$ cat config.mk
export PLATFORM = sky130hd
export DESIGN_NAME = spi_response_arbiter_flat
export DESIGN_NICKNAME = d
export VERILOG_FILES = /design/src/rtl/spi_response_arbiter_if.sv /design/src/rtl/spi_response_arbiter.sv /design/src/flat_wrapper.sv
export SDC_FILE = /design/constraint.sdc
export NUM_CORES = 1
export LEC_CHECK = 0
export CORE_MARGIN = 5
export CORE_UTILIZATION = 35
export CTS_BUF_LIST = sky130_fd_sc_hd__clkbuf_16
export DETAILED_ROUTE_END_ITERATION = 8
export SYNTH_ARGS = -nofsm -noshare
export SYNTH_HDL_FRONTEND = slang
export SYNTH_SLANG_ARGS = --single-unit
$ cat constraint.sdc
create_clock -name clk -period 1.9 [get_ports clk]
set_input_delay 0.19 -clock clk [delete_from_list [all_inputs] [get_ports clk]]
set_output_delay 0.19 -clock clk [all_outputs]
set_load 0.005 [all_outputs]
$ cat src/rtl/spi_response_arbiter_if.sv
// spi_response_arbiter_if: host/SPI/result handshakes and the shift-register load bus
//   slave  : arbiter side (SPI strobes, commands and results in; load bus, cost_req, resp_done, busy, status out)
//   master : environment side (mirror of slave)
interface spi_response_arbiter_if;
  logic       shift_SPI;
  logic       SS;
  logic       cmd_valid;
  logic [7:0] cmd_byte;
  logic       digit_valid;
  logic [3:0] digit;
  logic       cost_valid;
  logic [7:0] cost;
  logic       load_en;
  logic [7:0] load_data;
  logic       cost_req;
  logic       resp_done;
  logic       busy;
  logic [3:0] status;
  modport slave (
    input  shift_SPI, SS, cmd_valid, cmd_byte, digit_valid, digit, cost_valid, cost,
    output load_en, load_data, cost_req, resp_done, busy, status
  );
  modport master (
    output shift_SPI, SS, cmd_valid, cmd_byte, digit_valid, digit, cost_valid, cost,
    input  load_en, load_data, cost_req, resp_done, busy, status
  );
endinterface

$ cat src/rtl/spi_response_arbiter.sv
// spi_response_arbiter: picks the next SPI response byte (COST > DIGIT > STATUS) and feeds the output shift register
//   clk, rst : clock and synchronous active-high reset
//   bus      : slave modport of spi_response_arbiter_if
module spi_response_arbiter #(
  parameter logic [7:0] IDLE_BYTE     = 8'hFF,
  parameter int         TIMEOUT_BYTES = 4
) (
  input logic                    clk,
  input logic                    rst,
  spi_response_arbiter_if.slave  bus
);
  localparam int WW = $clog2(TIMEOUT_BYTES + 1);
  typedef enum logic [1:0] {IDLE, WAIT_COST, LOAD, SEND} state_t;
  typedef enum logic [1:0] {SEL_STATUS, SEL_DIGIT, SEL_COST} sel_t;
  state_t          state_q, state_d;
  sel_t            sel_q, sel_d;
  logic [2:0]      cnt_q;
  logic [WW-1:0]   wcnt_q, wcnt_d;
  logic            dig_pend_q, cost_pend_q, overrun_q, timeout_q, cost_query_q;
  logic [3:0]      dig_q;
  logic [7:0]      cost_q;
  logic            cost_req_q, resp_done_q;
  logic            byte_done, flush, query, done_cost, done_digit, tmo;
  logic [3:0]      status_w;
  assign byte_done     = bus.shift_SPI && !bus.SS && cnt_q == 3'd7;
  assign flush         = bus.cmd_valid && bus.cmd_byte == 8'h02;
  assign query         = bus.cmd_valid && bus.cmd_byte == 8'h01;
  assign status_w      = {dig_pend_q, cost_pend_q, overrun_q, timeout_q};
  assign bus.status    = status_w;
  assign bus.busy      = state_q != IDLE;
  assign bus.cost_req  = cost_req_q;
  assign bus.resp_done = resp_done_q;
  always_comb begin
    state_d       = state_q;
    sel_d         = sel_q;
    wcnt_d        = wcnt_q;
    bus.load_en   = 1'b0;
    bus.load_data = IDLE_BYTE;
    done_cost     = 1'b0;
    done_digit    = 1'b0;
    tmo           = 1'b0;
    case (state_q)
      IDLE: begin
        bus.load_en = 1'b1;
        wcnt_d      = '0;
        // decide only at a byte boundary of an active session
        if (!bus.SS && cnt_q == 3'd0) begin
          state_d = (cost_query_q && !cost_pend_q) ? WAIT_COST : LOAD;
          sel_d   = cost_query_q ? SEL_COST : dig_pend_q ? SEL_DIGIT : SEL_STATUS;
        end
      end
      WAIT_COST: begin
        bus.load_en = byte_done;
        if (bus.cost_valid) begin
          state_d = LOAD;
          sel_d   = SEL_COST;
        end else if (byte_done) begin
          wcnt_d = wcnt_q + 1'b1;
          if (wcnt_q == WW'(TIMEOUT_BYTES - 1)) begin
            tmo     = 1'b1;
            state_d = IDLE;
          end
        end
      end
      LOAD: begin
        bus.load_en   = 1'b1;
        bus.load_data = sel_q == SEL_COST ? cost_q : sel_q == SEL_DIGIT ? {4'h0, dig_q} : {4'hA, status_w};
        state_d       = SEND;
      end
      default: begin
        if (byte_done) begin
          done_cost  = sel_q == SEL_COST;
          done_digit = sel_q == SEL_DIGIT;
          state_d    = IDLE;
        end
      end
    endcase
    // deselect aborts whatever is in flight; flags and data are kept so the byte is resent
    if (bus.SS) state_d = IDLE;
  end
  always_ff @(posedge clk) begin
    if (rst) begin
      state_q      <= IDLE;
      sel_q        <= SEL_STATUS;
      cnt_q        <= '0;
      wcnt_q       <= '0;
      dig_pend_q   <= 1'b0;
      cost_pend_q  <= 1'b0;
      overrun_q    <= 1'b0;
      timeout_q    <= 1'b0;
      cost_query_q <= 1'b0;
      dig_q        <= '0;
      cost_q       <= '0;
      cost_req_q   <= 1'b0;
      resp_done_q  <= 1'b0;
    end else begin
      state_q      <= state_d;
      sel_q        <= sel_d;
      wcnt_q       <= wcnt_d;
      cnt_q        <= bus.SS ? 3'd0 : bus.shift_SPI ? cnt_q + 3'd1 : cnt_q;
      if (bus.digit_valid) dig_q <= bus.digit;
      if (bus.cost_valid) cost_q <= bus.cost;
      // set terms win over same-cycle clears
      dig_pend_q   <= bus.digit_valid || (dig_pend_q && !flush && !done_digit);
      overrun_q    <= (bus.digit_valid && dig_pend_q) || (overrun_q && !flush);
      cost_pend_q  <= bus.cost_valid || (cost_pend_q && !flush && !done_cost);
      cost_query_q <= query || (cost_query_q && !flush && !done_cost && !tmo);
      timeout_q    <= tmo || (timeout_q && !flush);
      cost_req_q   <= state_q == IDLE && state_d == WAIT_COST;
      resp_done_q  <= state_q == SEND && byte_done;
    end
  end
endmodule

$ cat src/flat_wrapper.sv
// flat-port wrapper written by rule: the top's interface ports become plain ports
module spi_response_arbiter_flat 
#(
  parameter logic [7:0] IDLE_BYTE     = 8'hFF,
  parameter int         TIMEOUT_BYTES = 4
)
  (clk, rst, bus_shift_SPI, bus_SS, bus_cmd_valid, bus_cmd_byte, bus_digit_valid, bus_digit, bus_cost_valid, bus_cost, bus_load_en, bus_load_data, bus_cost_req, bus_resp_done, bus_busy, bus_status);
  spi_response_arbiter_if bus_i ();
  input logic clk;
  input logic rst;
  input wire logic [$bits(bus_i.shift_SPI)-1:0] bus_shift_SPI;
  input wire logic [$bits(bus_i.SS)-1:0] bus_SS;
  input wire logic [$bits(bus_i.cmd_valid)-1:0] bus_cmd_valid;
  input wire logic [$bits(bus_i.cmd_byte)-1:0] bus_cmd_byte;
  input wire logic [$bits(bus_i.digit_valid)-1:0] bus_digit_valid;
  input wire logic [$bits(bus_i.digit)-1:0] bus_digit;
  input wire logic [$bits(bus_i.cost_valid)-1:0] bus_cost_valid;
  input wire logic [$bits(bus_i.cost)-1:0] bus_cost;
  output wire logic [$bits(bus_i.load_en)-1:0] bus_load_en;
  output wire logic [$bits(bus_i.load_data)-1:0] bus_load_data;
  output wire logic [$bits(bus_i.cost_req)-1:0] bus_cost_req;
  output wire logic [$bits(bus_i.resp_done)-1:0] bus_resp_done;
  output wire logic [$bits(bus_i.busy)-1:0] bus_busy;
  output wire logic [$bits(bus_i.status)-1:0] bus_status;
  assign bus_i.shift_SPI = bus_shift_SPI;
  assign bus_i.SS = bus_SS;
  assign bus_i.cmd_valid = bus_cmd_valid;
  assign bus_i.cmd_byte = bus_cmd_byte;
  assign bus_i.digit_valid = bus_digit_valid;
  assign bus_i.digit = bus_digit;
  assign bus_i.cost_valid = bus_cost_valid;
  assign bus_i.cost = bus_cost;
  assign bus_load_en = bus_i.load_en;
  assign bus_load_data = bus_i.load_data;
  assign bus_cost_req = bus_i.cost_req;
  assign bus_resp_done = bus_i.resp_done;
  assign bus_busy = bus_i.busy;
  assign bus_status = bus_i.status;
  spi_response_arbiter #(.IDLE_BYTE(IDLE_BYTE), .TIMEOUT_BYTES(TIMEOUT_BYTES)) u_core (.clk(clk), .rst(rst), .bus(bus_i));
endmodule
# Yosys cells after proc, flatten, opt, wreduce, memory -nomap -nowiden
# Cells that the tools add are included.
word_totals:
  regBits: 29
  latchBits: 0
  ram_bits: 0
  mem_bits_ro: 0
  output_inout_bits: 16
  n_memories: 0
op_classes:
  add_sub_neg: 2
  multipliers: 0
  div_mod_pow: 0
  n_lt_le_gt_ge: 0
  eq_ne: 14
  n_shift: 0
  n_mux: 28
  bitwise_logic: 0
  n_reduce_logical: 38
ops:
  columns: ["operator", "n"]
  rows:
  - ["$mux 8", 3]
  - ["$mux 2", 10]
  - ["$logic_and 1x1->1", 18]
  - ["$mux 1", 9]
  - ["$eq 8x1->1 const B", 1]
  - ["$eq 8x2->1 const B", 1]
  - ["$add 3x1->3 const B", 2]
  - ["$eq 2x1->1 const B", 3]
  - ["$eq 2x2->1 const B", 3]
  - ["$logic_not 1->1", 6]
  - ["$mux 3", 2]
  - ["$pmux 2 s3", 1]
  - ["$pmux 3 s2", 1]
  - ["$reduce_and 3->1", 2]
  - ["$logic_or 1x1->1", 5]
  - ["$ne 2x1->1 const B", 2]
  - ["$ne 2x2->1 const B", 2]
  - ["$pmux 2 s2", 1]
  - ["$reduce_bool 2->1", 2]
  - ["$reduce_or 2->1", 2]
  - ["$eq 3x2->1 const B", 1]
  - ["$eq 3x3->1 const B", 1]
  - ["$logic_not 3->1", 1]
  - ["$reduce_or 3->1", 1]
  - ["2 further kinds", 2]

# Depth between registers and ports, before layout
# Gate-level depths: netlist of the first run.
depth:
  depth_word: 9
  depth_mapped: 6

# Least setup slack after synthesis of the first run
# Ideal clock, no wire load.
synth_path:
  kind: "reg2reg"
  start: "register u_core.cnt_q[0]"
  end: "register u_core.cost_pend_q"
  setup_ps: 128
  t_arrival_ps: 1343
  setup_slack_ps: 430
  path_stages_with_launch: 7
  path_buffers: 0
  path_cell_list: "dfxtp_1 -> ha_1 -> ha_1 -> nand3b_1 -> or3_1 -> a31oi_1 -> nor2_1"
synth_via:
  elab_chain_cells: 7
synth_lines:
  columns: ["element", "line", "text"]
  rows:
  - ["from (decl)", "spi_response_arbiter.sv:17", "logic [2:0] cnt_q;"]
  - ["from (signal assigned)", "spi_response_arbiter.sv:100", "cnt_q <= bus.SS ? 3'd0 : bus.shift_SPI ? cnt_q + 3'd1 : cnt_q;"]
  - ["$eq 3x3->1", "spi_response_arbiter.sv:25", "assign byte_done = bus.shift_SPI && !bus.SS && cnt_q == 3'd7;"]
  - ["$logic_and 1x1->1", "spi_response_arbiter.sv:25", null]
  - ["$mux 1", "spi_response_arbiter.sv:71", "if (byte_done) begin"]
  - ["$mux 1", "spi_response_arbiter.sv:42", "case (state_q)"]
  - ["$logic_not 1->1", "spi_response_arbiter.sv:106", "cost_pend_q <= bus.cost_valid || (cost_pend_q && !flush && !done_cost);"]
  - ["$logic_and 1x1->1", "spi_response_arbiter.sv:106", null]
  - ["$logic_or 1x1->1", "spi_response_arbiter.sv:106", null]
  - ["to (signal assigned)", "spi_response_arbiter.sv:106", null]
  - ["to (decl)", "spi_response_arbiter.sv:19", "logic dig_pend_q, cost_pend_q, overrun_q, timeout_q, cost_query_q;"]
# No other way between the ends.
# A chain may end at the register's enable or synchronous reset.

# Final worst setup path of the first run
layout_path:
  start: "register u_core.sel_q[0]"
  end: "output bus_load_data[1]"
layout_via:
  elab_chain_cells: 4
  word_cells_on_any_way: 5
  classes_between: "eq/ne: 2; mux: 3"
layout_lines:
  columns: ["element", "line", "text"]
  rows:
  - ["from (decl)", "spi_response_arbiter.sv:16", "sel_t sel_q, sel_d;"]
  - ["from (signal assigned)", "spi_response_arbiter.sv:98", "sel_q <= sel_d;"]
  - ["$eq 2x1->1", "spi_response_arbiter.sv:67", "bus.load_data = sel_q == SEL_COST ? cost_q : sel_q == SEL_DIGIT ? {4'h0, dig_q} : {4'hA, status_w};"]
  - ["$mux 8", "spi_response_arbiter.sv:67", null]
  - ["$mux 8 *", "spi_response_arbiter.sv:67", null]
  - ["$mux 8 *", "spi_response_arbiter.sv:42", null]
  - ["to (decl)", "flat_wrapper.sv:20", "output wire logic [$bits(bus_i.load_data)-1:0] bus_load_data;"]
# Every way passes the cells marked *; elsewhere a longest branch is shown, timed or not.

==> impl_metrics.env, run 1 <==
export IMPL_yosysWarnings=0
export IMPL_fin_ws_ns=0.1093
export IMPL_cp_cell_sequence="buf_4 -> mux2_2 -> o21ai_0 -> nand2_1 -> dlygate4sd2_1"
export IMPL_pre_cts_slack_ns=0.08526
export IMPL_grt_max_degree=18
export IMPL_vias_per_cell=5.015
export IMPL_area_growth_synth_to_final_pct=42.94
export IMPL_final_util_pct=52.14
export IMPL_coreArea_um2=4058
export IMPL_syn_cell_area_um2=1480
export IMPL_synthCells=170
export IMPL_r2r_end="u_core.cost_pend_q"
export IMPL_synth_most_common_cell="dfxtp_1"
export IMPL_drv_slew=0
export IMPL_wire_per_inst_um=14.16
export IMPL_reg2reg_slack_ns=0.23
export IMPL_yosysSeqAreaShare_pct=39.22
export IMPL_max_cap_violations=0
export IMPL_antenna_found_initial=0
export IMPL_clk_pin_slew_worst_paths_ns=0.05
export IMPL_hold_viol_final=0
export IMPL_fmax_mhz=558.4
export IMPL_cpLargestDelayFamily="buffers and inverters"
export IMPL_dieWidth_um=75.03
export IMPL_end_kind="output pin"
export IMPL_crit_arrival_ns=1.60
export IMPL_slowest_stage="dfxtp_2"
export IMPL_initial_utilization_pct=36.48
export IMPL_n_antenna_cell=0
export IMPL_cp_num_buf_inv=2
export IMPL_power_density_nw_per_um2=757.8
export IMPL_p_leak_nw=0.8775
export IMPL_setup_tns_final_ns=0
export IMPL_syn_num_nets=202
export IMPL_ys_seq_elements=29
export IMPL_worst_pin_slew_ns=0.4199
export IMPL_crit_path_start_kind="flop"
export IMPL_grt_pass1_wl_mm=6.154
export IMPL_hold_ws_ns=0.4698
export IMPL_ys_flop_type="dfxtp_1"
export IMPL_tritoncts_num_buffers=5
export IMPL_peakVddDrop_v=0.0004928
export IMPL_cts_tree="done"
export IMPL_critPathMaxStageDelay_ns=0.36
export IMPL_outcome="complete, no violations"
export IMPL_synth_area_per_cell_um2=8.707
export IMPL_setup_violations=0
export IMPL_io_pins=43
export IMPL_timing_final_crit_period_ns=1.791
export IMPL_multi_input_area_um2=808.3
export IMPL_r2r_start="u_core.cnt_q[1]"
export IMPL_rows=23
export IMPL_cp_max_fo=5
export IMPL_relSlewSlack_pct=71.79
export IMPL_fin_crit_sh_pct=94.25
export IMPL_grt_pass1_vias=1390
export IMPL_synthTopCellsByCount="dfxtp_1 (29), nor2_1 (24), mux2i_1 (18)"
export IMPL_fill_cells=385
export IMPL_worst_ep_required_time_ns=1.71
export IMPL_drtIter0Drc=71
export IMPL_synth_distinct_cells=32
export IMPL_final_nets=249
export IMPL_synth_area_leaders="dfxtp_1 (39%), mux2i_1 (12%), nor2_1 (6.1%)"
export IMPL_seq_area_um2=583.1
export IMPL_hold_path_end="u_core.wcnt_q[2]"
export IMPL_ant_nets=0
export IMPL_wirelength_mm=3.781
export IMPL_port_buffers=42
export IMPL_dieArea_um2=5630
export IMPL_hp_class="reg2reg"
export IMPL_drc=0
export IMPL_drt_pass1_iter_count=4
export IMPL_synth_top_cell_area_share_pct=39.22
export IMPL_min_from="u_core.wcnt_q[2]"
export IMPL_hold_buffers=0
export IMPL_h_tree_depth=2
export IMPL_cts_sinks=29
export IMPL_hpwl_mm=2.918
export IMPL_hold_depth=1
export IMPL_crit_cells=5
export IMPL_rsz0062_at_grt="false"
export IMPL_routabilityCongestion=0.7901
export IMPL_critPathKind="reg2out"
export IMPL_num_vias=1339
export IMPL_grt_use_total_pct=14.49
export IMPL_cts_path_max_buffers=2
export IMPL_async_flop_share_pct=0
export IMPL_fp_dieH_um=75.03
export IMPL_synth_edff_count=0
export IMPL_place_inst=260
export IMPL_skew_ns=0.004867
export IMPL_cts_root_buf="clkbuf_16"
export IMPL_layout_drive_gt1_share_pct=13.36
export IMPL_grt_overflow=0
export IMPL_rr_worst_depth=7
export IMPL_worstSkewPairLatency_ns=0.27
export IMPL_synth_area_leader_cell="dfxtp_1"
export IMPL_fin_cells=267
power breakdown:
group | total [mW] | leakage (nW) | internal [mW] | switching (mW)
Combinational | 0.232 | 0.571 | 0.134 | 0.0972
Sequential | 0.658 | 0.238 | 0.637 | 0.0214
Clock | 0.714 | 0.0685 | 0.466 | 0.248
worst reg2reg max path, delay by kind of cell, from the launching register on:
family,cells,cell delay (ns)
flops,1,0.35
buf+inv,1,0.15
compound gates,1,0.17
fa+ha+maj,2,0.35
simple gates,3,0.52
layer usage:
layer  vias to the layer above  global-route usage [%]  routed length, um
met1                       626                   17.54               1662
met2                        36                   25.24               1848
met5                         -                       0                  0
met3                         5                   2.537                211
met4                         0                   5.929                 58
li1                        672                       -                  -
what timing repair did:
| action | 4_1_cts | 5_1_grt |
|---|---|---|
| endpoints found under the setup margin | 9 | 3 |
| gates resized for setup | 12 | 3 |
| buffers inserted | 0 | 0 |
cells in the final DEF, fill, tap and decap left out, drive strengths merged, types with 3 or more instances in the layout:
master and count:
clkdlybuf4s50 37, dfxtp 29, nor2 24, mux2i 18
nand2 17, buf 11, o21ai 11, inv 9
a21oi 7, mux2 5, nor3 5, clkbuf 5
dlygate4sd2 5, ha 5, nor3b 3, nand3 3
worst max-delay path by stage:
stage / start / to
after detailed placement: u_core.state_q[1] / bus_load_data[7]
after CTS: u_core.state_q[1] / bus_load_data[7]
final: u_core.sel_q[0] / bus_load_data[1]
after global routing: u_core.sel_q[0] / bus_load_data[7]
after floorplan: u_core.cnt_q[0] / u_core.cost_pend_q
after global placement: bus_cmd_byte[4] / u_core.dig_pend_q
per-stage QoR:
stage	area [um^2]	total power [mW]
CTS	2110	1.622
finish	2116	1.603
floorplan	1480	0.7794
global route	2116	1.675
global placement	1974	0.8919
detailed placement	1974	0.9012
sequential cells by signal (all words and copies together), names as in the netlist:
| name | flops |
|---|---|
| u_core.cost_query_q | 1 |
| u_core.cost_q | 8 |
| u_core.dig_q | 4 |
| u_core.bus.resp_done | 1 |
| u_core.wcnt_q | 3 |
| u_core.bus.cost_req | 1 |
| u_core.timeout_q | 1 |
| u_core.dig_pend_q | 1 |
| u_core.cnt_q | 3 |
| u_core.sel_q | 2 |
| u_core.overrun_q | 1 |
| u_core.cost_pend_q | 1 |
| u_core.state_q | 2 |
kinds of logic after synthesis:
group	share of synthesized area, %
and+or+nand+nor	23.50
adders and majority gates	4.227
muxes	15.98
buffers and inverters	6.847
xor gates and xnor gates	0.5918
DFF	39.22
AOI/OAI and AO/OA	9.636
final cells by class:
cell class	instances	share of cell area, %
Tap cell	50	2.957
Clock buffer	5	5.914
Sequential cell	29	27.56
Inverter	8	1.538
Clock inverter	2	0.3548
Timing Repair Buffer	53	23.48
Multi-Input combinational cell	120	38.20
(Power assumes the default switching activity.)
==> run 2: changes to the inputs <==
--- a/config.mk
+++ b/config.mk
@@ -9,6 +9,7 @@
 export CORE_UTILIZATION = 35
 export CTS_BUF_LIST = sky130_fd_sc_hd__clkbuf_16
 export DETAILED_ROUTE_END_ITERATION = 8
+export GPL_TIMING_DRIVEN = 0
 export SYNTH_ARGS = -nofsm -noshare
 export SYNTH_HDL_FRONTEND = slang
 export SYNTH_SLANG_ARGS = --single-unit
==> run 2 against run 1 <==
Net effect:
- routed wire length is 0.63% higher
- worst hold slack got worse by 0.20 ns
- combinational power about the same
- cell area is the same
- critical path depth stayed put
- clock-buffer cell count is the same
- first-iteration DRC count increased by 28%
- setup slack better by 0.018 ns
- global-route usage about the same
- sequential cell count stayed put
- sequential power is essentially flat
- non-clock buffer count is 3 higher
==> impl_metrics.env, run 2 (synthesis results as in run 1) <==
export IMPL_outcome="complete, no violations"
export IMPL_hold_ws_ns=0.2713
export IMPL_cts_tree="done"
export IMPL_critPathKind="reg2out"
export IMPL_antenna_found_initial=0
export IMPL_r2r_start="u_core.cnt_q[1]"
export IMPL_hpwl_mm=2.755
export IMPL_hold_viol_final=0
export IMPL_layout_drive_gt1_share_pct=14.48
export IMPL_power_density_nw_per_um2=761.9
export IMPL_coreArea_um2=4058
export IMPL_cts_sinks=29
export IMPL_max_cap_violations=0
export IMPL_io_pins=43
export IMPL_rows=23
export IMPL_rsz0062_at_grt="false"
export IMPL_drt_pass1_iter_count=4
export IMPL_drtIter0Drc=91
export IMPL_final_common_cell="clkdlybuf4s50_1"
export IMPL_worst_ep_required_time_ns=1.71
export IMPL_h_tree_depth=2
export IMPL_critPathMaxStageDelay_ns=0.45
export IMPL_fin_cells=271
export IMPL_wirelength_mm=3.805
export IMPL_port_buffers=39
export IMPL_fin_crit_sh_pct=93.31
export IMPL_hp_class="in2reg"
export IMPL_dieWidth_um=75.03
export IMPL_cpLargestDelayFamily="buffers and inverters"
export IMPL_grt_pass1_vias=1315
export IMPL_grt_overflow=0
export IMPL_fp_dieH_um=75.03
export IMPL_peakVddDrop_v=0.0004128
export IMPL_skew_ns=0.003806
export IMPL_routabilityCongestion=0.8773
export IMPL_critPathLaunch="u_core.state_q[1]"
export IMPL_slowest_stage="clkdlybuf4s50_1"
export IMPL_timing_final_crit_period_ns=1.773
export IMPL_ant_nets=0
export IMPL_grt_use_total_pct=14.46
export IMPL_largest_reg_flops=8
export IMPL_hold_buffers=0
export IMPL_end_kind="output pin"
export IMPL_dieArea_um2=5630
export IMPL_worstSkewPairLatency_ns=0.27
export IMPL_min_from="bus_digit_valid"
export IMPL_final_cell_mix="clkdlybuf4s50_1 (33), dfxtp_1 (27), nor2_1 (23), mux2i_1 (18), nand2_1 (17)"
export IMPL_p_leak_nw=0.8871
export IMPL_crit_arrival_ns=1.58
export IMPL_clk_pin_slew_worst_paths_ns=0.05
export IMPL_cp_max_fo=10
export IMPL_cts_path_max_buffers=2
export IMPL_relSlewSlack_pct=63.83
export IMPL_largestRegisters="u_core.cost_q: 8 flops, u_core.dig_q: 4 flops"
export IMPL_tritoncts_num_buffers=5
export IMPL_place_inst=259
export IMPL_vias_per_cell=4.963
export IMPL_area_growth_synth_to_final_pct=42.94
export IMPL_num_vias=1345
export IMPL_cts_root_buf="clkbuf_16"
export IMPL_grt_max_degree=11
export IMPL_initial_utilization_pct=36.48
export IMPL_drc=0
export IMPL_top_register="u_core.cost_q"
export IMPL_grt_pass1_wl_mm=6.037
export IMPL_wire_per_inst_um=14.04
export IMPL_setup_violations=0
export IMPL_final_nets=252
export IMPL_cp_cell_sequence="clkbuf_4 -> inv_1 -> nor2_4 -> o21ai_1 -> clkdlybuf4s50_1"
export IMPL_drv_slew=0
export IMPL_fmax_mhz=564.0
export IMPL_cp_num_buf_inv=3
export IMPL_n_antenna_cell=0
export IMPL_worst_pin_slew_ns=0.5426
export IMPL_crit_path_start_kind="flop"
-- run 2: worst register-to-register path, stage by stage, from the launching register on --
cell	delay, ns
dfxtp_1	0.35
ha_1	0.16
ha_1	0.17
nand3b_1	0.13
buf_4	0.18
or3_1	0.37
a31oi_1	0.19
nor2_1	0.05
-- run 2: timing repair --
| item | in CTS | in global routing |
|---|---|---|
| resized for setup | 14 | 4 |
| endpoints found under the setup margin | 9 | 4 |
| pin swaps | 1 | 1 |
| gates cloned | 1 | 0 |
| setup buffers | 2 | 1 |
-- run 2: layout make-up --
cell class,count,area (um^2)
clock buffer,5,125.1
sequential,29,583.1
timing repair buffer,43,414.1
buffer,13,80.08
inverter,8,32.53
multi-input combinational,120,805.8
clock inverter,3,12.51
tap,50,62.56
fill,387,1942
-- run 2: routing by layer --
layer	global-route usage, %	up-vias	part of all wire [%]
met1	18.49	618	46
met2	22.44	43	46
met3	5.073	7	6.9
met5	0	-	0
li1	-	677	-
met4	5.336	0	1.6
-- run 2: report_power, final --
group / switching, mW / internal (mW) / leakage, nW / total (mW)
Combinational: 0.0983 / 0.131 / 0.580 / 0.229
Sequential: 0.0199 / 0.637 / 0.238 / 0.656
Clock: 0.255 / 0.471 / 0.0687 / 0.726
-- run 2: per-stage QoR --
step	utilization (%)	setup slack, ns	setup TNS (ns)	area, um^2	total power [mW]
final	52.14	0.1271	0	2116	1.612
after global routing	52.14	0.02182	0	2116	1.679
after CTS	51.80	0.006581	0	2102	1.628
after detailed placement	47.64	-0.03051	-0.07652	1933	0.8895
after global placement	47.64	-0.01011	-0.01815	1933	0.8839
after floorplan	-	0.4295	0	1480	0.7794
-- run 2: final timing paths --
kind | endpoint | slack (ns) | cells after the start
worst max register to register | u_core.cost_pend_q | 0.17 | 7
worst min register to register | u_core.wcnt_q[2] | 0.49 | 1
worst max-delay path | bus_load_data[7] | 0.13 | 5
worst min-delay path | u_core.dig_pend_q | 0.27 | 3
